===== src/rtl/sensor_conditioner.sv =====
// sensor_conditioner
//   Input conditioning stage ahead of the sensor error decoder. Each raw,
//   asynchronous sensor line is brought into the clk domain through a 2-flop
//   synchronizer and then debounced by its own stability counter. A new level
//   is accepted only after it has differed from the stable value for
//   DEBOUNCE_CYCLES consecutive enabled cycles.
//
// Ports
//   clk            system clock, rising edge
//   n_rst          asynchronous active-low reset
//   en             debounce enable; counters and clean outputs freeze when low
//   sensors_raw    raw asynchronous sensor lines
//   sensors_clean  debounced stable sensor vector (to the error decoder)
//   changed        one-cycle pulse in the cycle a new sensors_clean is visible
//   busy           high while any per-bit counter is nonzero
module sensor_conditioner #(
    parameter int NUM_SENSORS     = 4,
    parameter int DEBOUNCE_CYCLES = 8,
    parameter int CNT_WIDTH       = 4
) (
    input  logic                   clk,
    input  logic                   n_rst,
    input  logic                   en,
    input  logic [NUM_SENSORS-1:0] sensors_raw,
    output logic [NUM_SENSORS-1:0] sensors_clean,
    output logic                   changed,
    output logic                   busy
);

    localparam logic [CNT_WIDTH-1:0] CNT_MAX = CNT_WIDTH'(DEBOUNCE_CYCLES - 1);

    logic [NUM_SENSORS-1:0]                s1_q, s1_d;
    logic [NUM_SENSORS-1:0]                s2_q, s2_d;
    logic [NUM_SENSORS-1:0][CNT_WIDTH-1:0] cnt_q, cnt_d;
    logic [NUM_SENSORS-1:0]                clean_q, clean_d;
    logic                                  changed_q, changed_d;
    logic                                  busy_q, busy_d;

    always_comb begin
        // Synchronizer keeps sampling even while debouncing is disabled.
        s1_d      = sensors_raw;
        s2_d      = s1_q;
        cnt_d     = cnt_q;
        clean_d   = clean_q;
        changed_d = 1'b0;
        busy_d    = 1'b0;

        if (en) begin
            for (int i = 0; i < NUM_SENSORS; i++) begin
                if (s2_q[i] == clean_q[i]) begin
                    // Any return to the stable level restarts the count.
                    cnt_d[i] = '0;
                end else if (cnt_q[i] == CNT_MAX) begin
                    // Counter clears on acceptance, so it never wraps.
                    clean_d[i] = s2_q[i];
                    cnt_d[i]   = '0;
                end else begin
                    cnt_d[i] = cnt_q[i] + CNT_WIDTH'(1);
                end
            end
            // Simultaneous bit updates collapse into a single pulse.
            changed_d = |(clean_d ^ clean_q);
        end

        for (int i = 0; i < NUM_SENSORS; i++) begin
            busy_d = busy_d | (cnt_d[i] != '0);
        end
    end

    always_ff @(posedge clk or negedge n_rst) begin
        if (!n_rst) begin
            s1_q      <= '0;
            s2_q      <= '0;
            cnt_q     <= '0;
            clean_q   <= '0;
            changed_q <= 1'b0;
            busy_q    <= 1'b0;
        end else begin
            s1_q      <= s1_d;
            s2_q      <= s2_d;
            cnt_q     <= cnt_d;
            clean_q   <= clean_d;
            changed_q <= changed_d;
            busy_q    <= busy_d;
        end
    end

    assign sensors_clean = clean_q;
    assign changed       = changed_q;
    assign busy          = busy_q;

endmodule


===== config.mk =====
export PLATFORM = sky130hd
export DESIGN_NAME = sensor_conditioner
export DESIGN_NICKNAME = d
export VERILOG_FILES = /design/src/rtl/sensor_conditioner.sv
export SDC_FILE = /design/constraint.sdc
export NUM_CORES = 1
export LEC_CHECK = 0
export ABC_AREA = 1
export ABC_CLOCK_PERIOD_IN_PS = 1900
export BUFFER_PORTS_ARGS = -buffer_cell sky130_fd_sc_hd__buf_2
export CORE_ASPECT_RATIO = 0.8
export CORE_MARGIN = 4
export CORE_UTILIZATION = 60
export DETAILED_ROUTE_END_ITERATION = 8
export GPL_TIMING_DRIVEN = 0
export HOLD_SLACK_MARGIN = 0.12
export PLACE_DENSITY_LB_ADDON = 0.12
export SLEW_MARGIN = 5
export SYNTH_ARGS = -nofsm -noshare
export SYNTH_HDL_FRONTEND = slang
export SYNTH_SLANG_ARGS = --single-unit
export TNS_END_PERCENT = 10

===== constraint.sdc =====
create_clock -name clk -period 1.9 [get_ports clk]
set_input_delay 0.095 -clock clk [delete_from_list [all_inputs] [get_ports clk]]
set_output_delay 0.095 -clock clk [all_outputs]
set_load 0.03 [all_outputs]

* Yosys cells after proc, flatten, opt, wreduce, memory -nomap -nowiden *
Cells that the tools add are included.

word-level totals
  bits in registers = 30
  bits of input ports = 7
  output and inout port bits = 6
  logic and storage cells = 52

operators by class
  add/sub/neg operators = 4
  equality and inequality tests = 8
  muxes and demuxes = 22
  bitwise logic cells = 4
  reduce and logical (&&, ||, !) cells = 5

operators by type and width
  kind                                                             count
  4-bit two-way mux                                                8
  4-bit by 1-bit adder with 4-bit output, second input constant    4
  4-bit by 3-bit == test with 1-bit output, second input constant  4
  16-bit two-way mux                                               1
  4-bit nonzero test                                               4
  1-bit two-way mux                                                13
  1-bit == test                                                    4
  4-bit OR reduction                                               1
  4-bit bitwise XOR                                                1
  1-bit bitwise OR                                                 3

* Depth between registers and ports, before layout *
  depth in word-level cells = 8
  mapped depth = 10
  gate-level depth less buffers = 10

* Worst setup path after synthesis *
No wires, ideal clock.

  path kind = reg2reg
  start = register cnt_q[0] (netlist name)
  end = register busy_q, in the netlist busy
  setup time = 0.119 ns
  arrival time = 1.182 ns
  path slack = 0.599 ns
  stages on the path, launching flop included = 11
  path through = dfrtp_1 > ha_1 > nand2_1 > nor2_1 > nor2_1 > nand2_1 > nor2_1 > nor2_1 > nand2_1 > nor2_1 > nand2_1

between the ends
  word-level cells in the longest chain between the ends = 8
  elaborated cells between the ends (all ways) = 9

RTL lines
  what                                                                                                       line    RTL
  from (decl)                                                                                                34      logic [NUM_SENSORS-1:0][CNT_WIDTH-1:0] cnt_q, cnt_d;
  from (signal assigned)                                                                                     81      cnt_q <= cnt_d;
  4-bit by 1-bit adder with 4-bit output / 4-bit by 3-bit == test with 1-bit output (equally long branches)  58, 53
  4-bit two-way mux                                                                                          53      end else if (cnt_q[i] == CNT_MAX) begin
  4-bit two-way mux                                                                                          50      if (s2_q[i] == clean_q[i]) begin
  16-bit two-way mux *                                                                                       48      if (en) begin
  4-bit nonzero test *                                                                                       66      busy_d = busy_d | (cnt_d[i] != '0);
  1-bit bitwise OR * (3 in a row)                                                                            66
  net busy_d                                                                                                 37      logic busy_q, busy_d;
  to (signal assigned)                                                                                       84      busy_q <= busy_d;
  to (decl)                                                                                                  37

Mark *: on every way through the listed nets, which the timed path passes. The rest lies on a longest branch.
A chain may end at the register's enable or synchronous reset.

==> flow_summary.ini <==
[hold_path]
min_path_type = input port to flop

[clock_network]
cts_buffer_depth = 2
ctsHtreeMaxLevel = 2
cts_tree = built
ctsResizeCount = 0
post_cts_buffers = 0
clk_pin_slew_ps = 100
clockRootBuffer = clkbuf_4
hold_buffers = 5
numClockSinks = 30
cts_buffers = 5
clk_latency_ps = 330

[pwr]
power_density_mw_per_mm2 = 975.6
ir_drop_uv = 591.0
p_leak_uw = 0.0009738

[die]
start_util_pct = 65.61
ioPinCount = 13
fp.dieArea_mm2 = 0.003326
die_w_um = 63.49
fp-row-count = 15
chipHeight_um = 52.39
design.core.area_mm2 = 0.002252

[critical_path]
worst-setup-path-type = flop to flop
worstPathRequired_ps = 2110
cp_slowest_cell = dfrtp_1
critPathTopFamily = simple AND/OR/NAND/NOR gates
slowest_delay_ps = 410
cpMostUsedCell = nand3_1
crit_fanout = 4
cp-start-kind = flop
crit_chain = ha_1 > nand3_1 > nand3_1 > nand2_1 > nor2_1 > nand3_1 > nor2_1 > nand2_1
path_buf_inv = 0
end_kind = flop
cp.arrival_ps = 1770

[sta]
finalSetupViolCount = 0
min_period_ps = 1555
rsz0062_at_grt = false
tightestPinTransition_ps = 632.5
whs_ps = 184.3
tns_ps = 0
final-hold-violation-count = 0
post-route-period-util_pct = 81.84
fmax_mhz = 643.1
drv_slew = 0
slew_headroom_pct = 57.83
skew_ps = 14.29

[layout]
num-nets-final = 227
diodes = 0
layout_common_cells = nand2_1 (68), inv_1 (30), dfrtp_1 (30), nor2_1 (22), nand3_1 (15)
syn_to_final_growth_pct = 14.90
drive_above_1_share_pct = 11.52
final_common_cell = nand2_1
num-fill-cells = 163
final_cells = 242

[synthesis]
ys_types = 18
ys_ff_latch = 30
avgSynthCellArea_um2 = 7.696
synth_warnings = 0
syn_inst = 192
synth_area_mm2 = 0.001478
synth_nets = 203
ys_seq_area_share_pct = 50.80

[placement]
placed_cells = 229
dp_hpwl_mm = 2.102
gp_congestion = 0.8372
io_buffers = 12

[global_route]
grt_max_degree = 31
grt_antenna_before_repair = 0
grt_pass1_vias = 1223
grt_use_total_pct = 20.69
grt_first_pass_wirelength_mm = 5.209
grt-ovfl-total = 0

[drt]
dr.pass1.iters = 4
drc = 0
via_per_inst = 5.310
drtIter0Drc = 101
routed_wl_mm = 2.971
wl_per_cell_um = 12.28
num_vias = 1285
drtAntennaViolNets = 0

[run]
maxCapViolations = 0

[run_status]
status = finished clean
==> sequential cells by signal, summed over array words and instances, names as in the netlist <==
register       cells
changed            1
sensors_clean      4
s2_q               4
s1_q               4
busy               1
cnt_q             16
==> cells by family after synthesis <==
logic type | synth area share (%)
AOI/OAI and AO/OA | 3.556
xor gates and xnor gates | 2.371
adders and majority gates | 3.387
buffers and inverters | 9.737
DFF | 50.80
and+or+nand+nor | 30.14
==> tightest hold or removal path, stage by stage <==
cell and delay (ps):
buf_2 150, inv_2 90, nand2_1 60, nand2_1 60
==> final cells by class <==
cell class              count  area [um^2]  area share, %
clock buffers               8        78.83          4.643
plain buffers               3        27.53          1.621
repair buffers             17        110.1          6.485
well taps                  25        31.28          1.842
flip-flops and latches     30        750.7          44.22
multi-input cells         128        583.1          34.34
inverters                  31        116.4          6.853
==> layer usage <==
metal  vias to the layer above  global-route usage, %  wire [um]
met1                       594                  25.41       1329
met2                        50                  34.14       1422
met4                         0                  6.810         28
met3                         6                  7.511        190
met5                         -                      0          0
li1                        635                      -          -
==> synthesized netlist by cell type <==
cell type  instances  area, um^2
a21oi_1            1       5.000
inv_2              1       3.750
xor2_1             3       26.28
buf_6              2       22.52
xnor2_1            1       8.760
a31oi_1            1       6.260
o21ai_0            7       35.03
nand2_1           68       255.2
ha_1               4       50.05
dfrtp_1           30       750.7
inv_1             30       112.6
nor2_2             1       6.260
nand3b_1           1       7.510
nand4_1            3       18.77
buf_2              1       5.000
o22ai_1            1       6.260
nand3_1           15       75.07
nor2_1            22       82.58
==> through the flow <==
stage                     area (um^2)  total power, uW  worst slack [ps]  utilization [%]
after CTS                        1698             1660             366.2            75.39
after floorplan                  1478             1069             599.0                -
after global placement           1569             1158             450.9            69.67
final                            1698             1656             345.1            75.39
after global routing             1698             1761             211.9            75.39
after detailed placement         1569             1184             409.5            69.67
==> report_power, final <==
part           internal, uW  switching (uW)
combinational           139             246
clock                   253             219
sequential              720            79.1
total                  1110             545
==> path summary, 6_finish.rpt <==
kind                            depth (start not counted)      from  slack, ps         to
worst max-delay path                                    8  cnt_q[4]        350       busy
worst min-delay path                                    4        en        180   cnt_q[9]
worst min register to register                          0   s1_q[3]        350    s2_q[3]
max in group asynchronous                               2     n_rst       1160  cnt_q[13]
worst max register to register                          8  cnt_q[4]        350       busy
min in group asynchronous                               2     n_rst        320    changed
No activity file was read; power rests on OpenSTA's default activity.
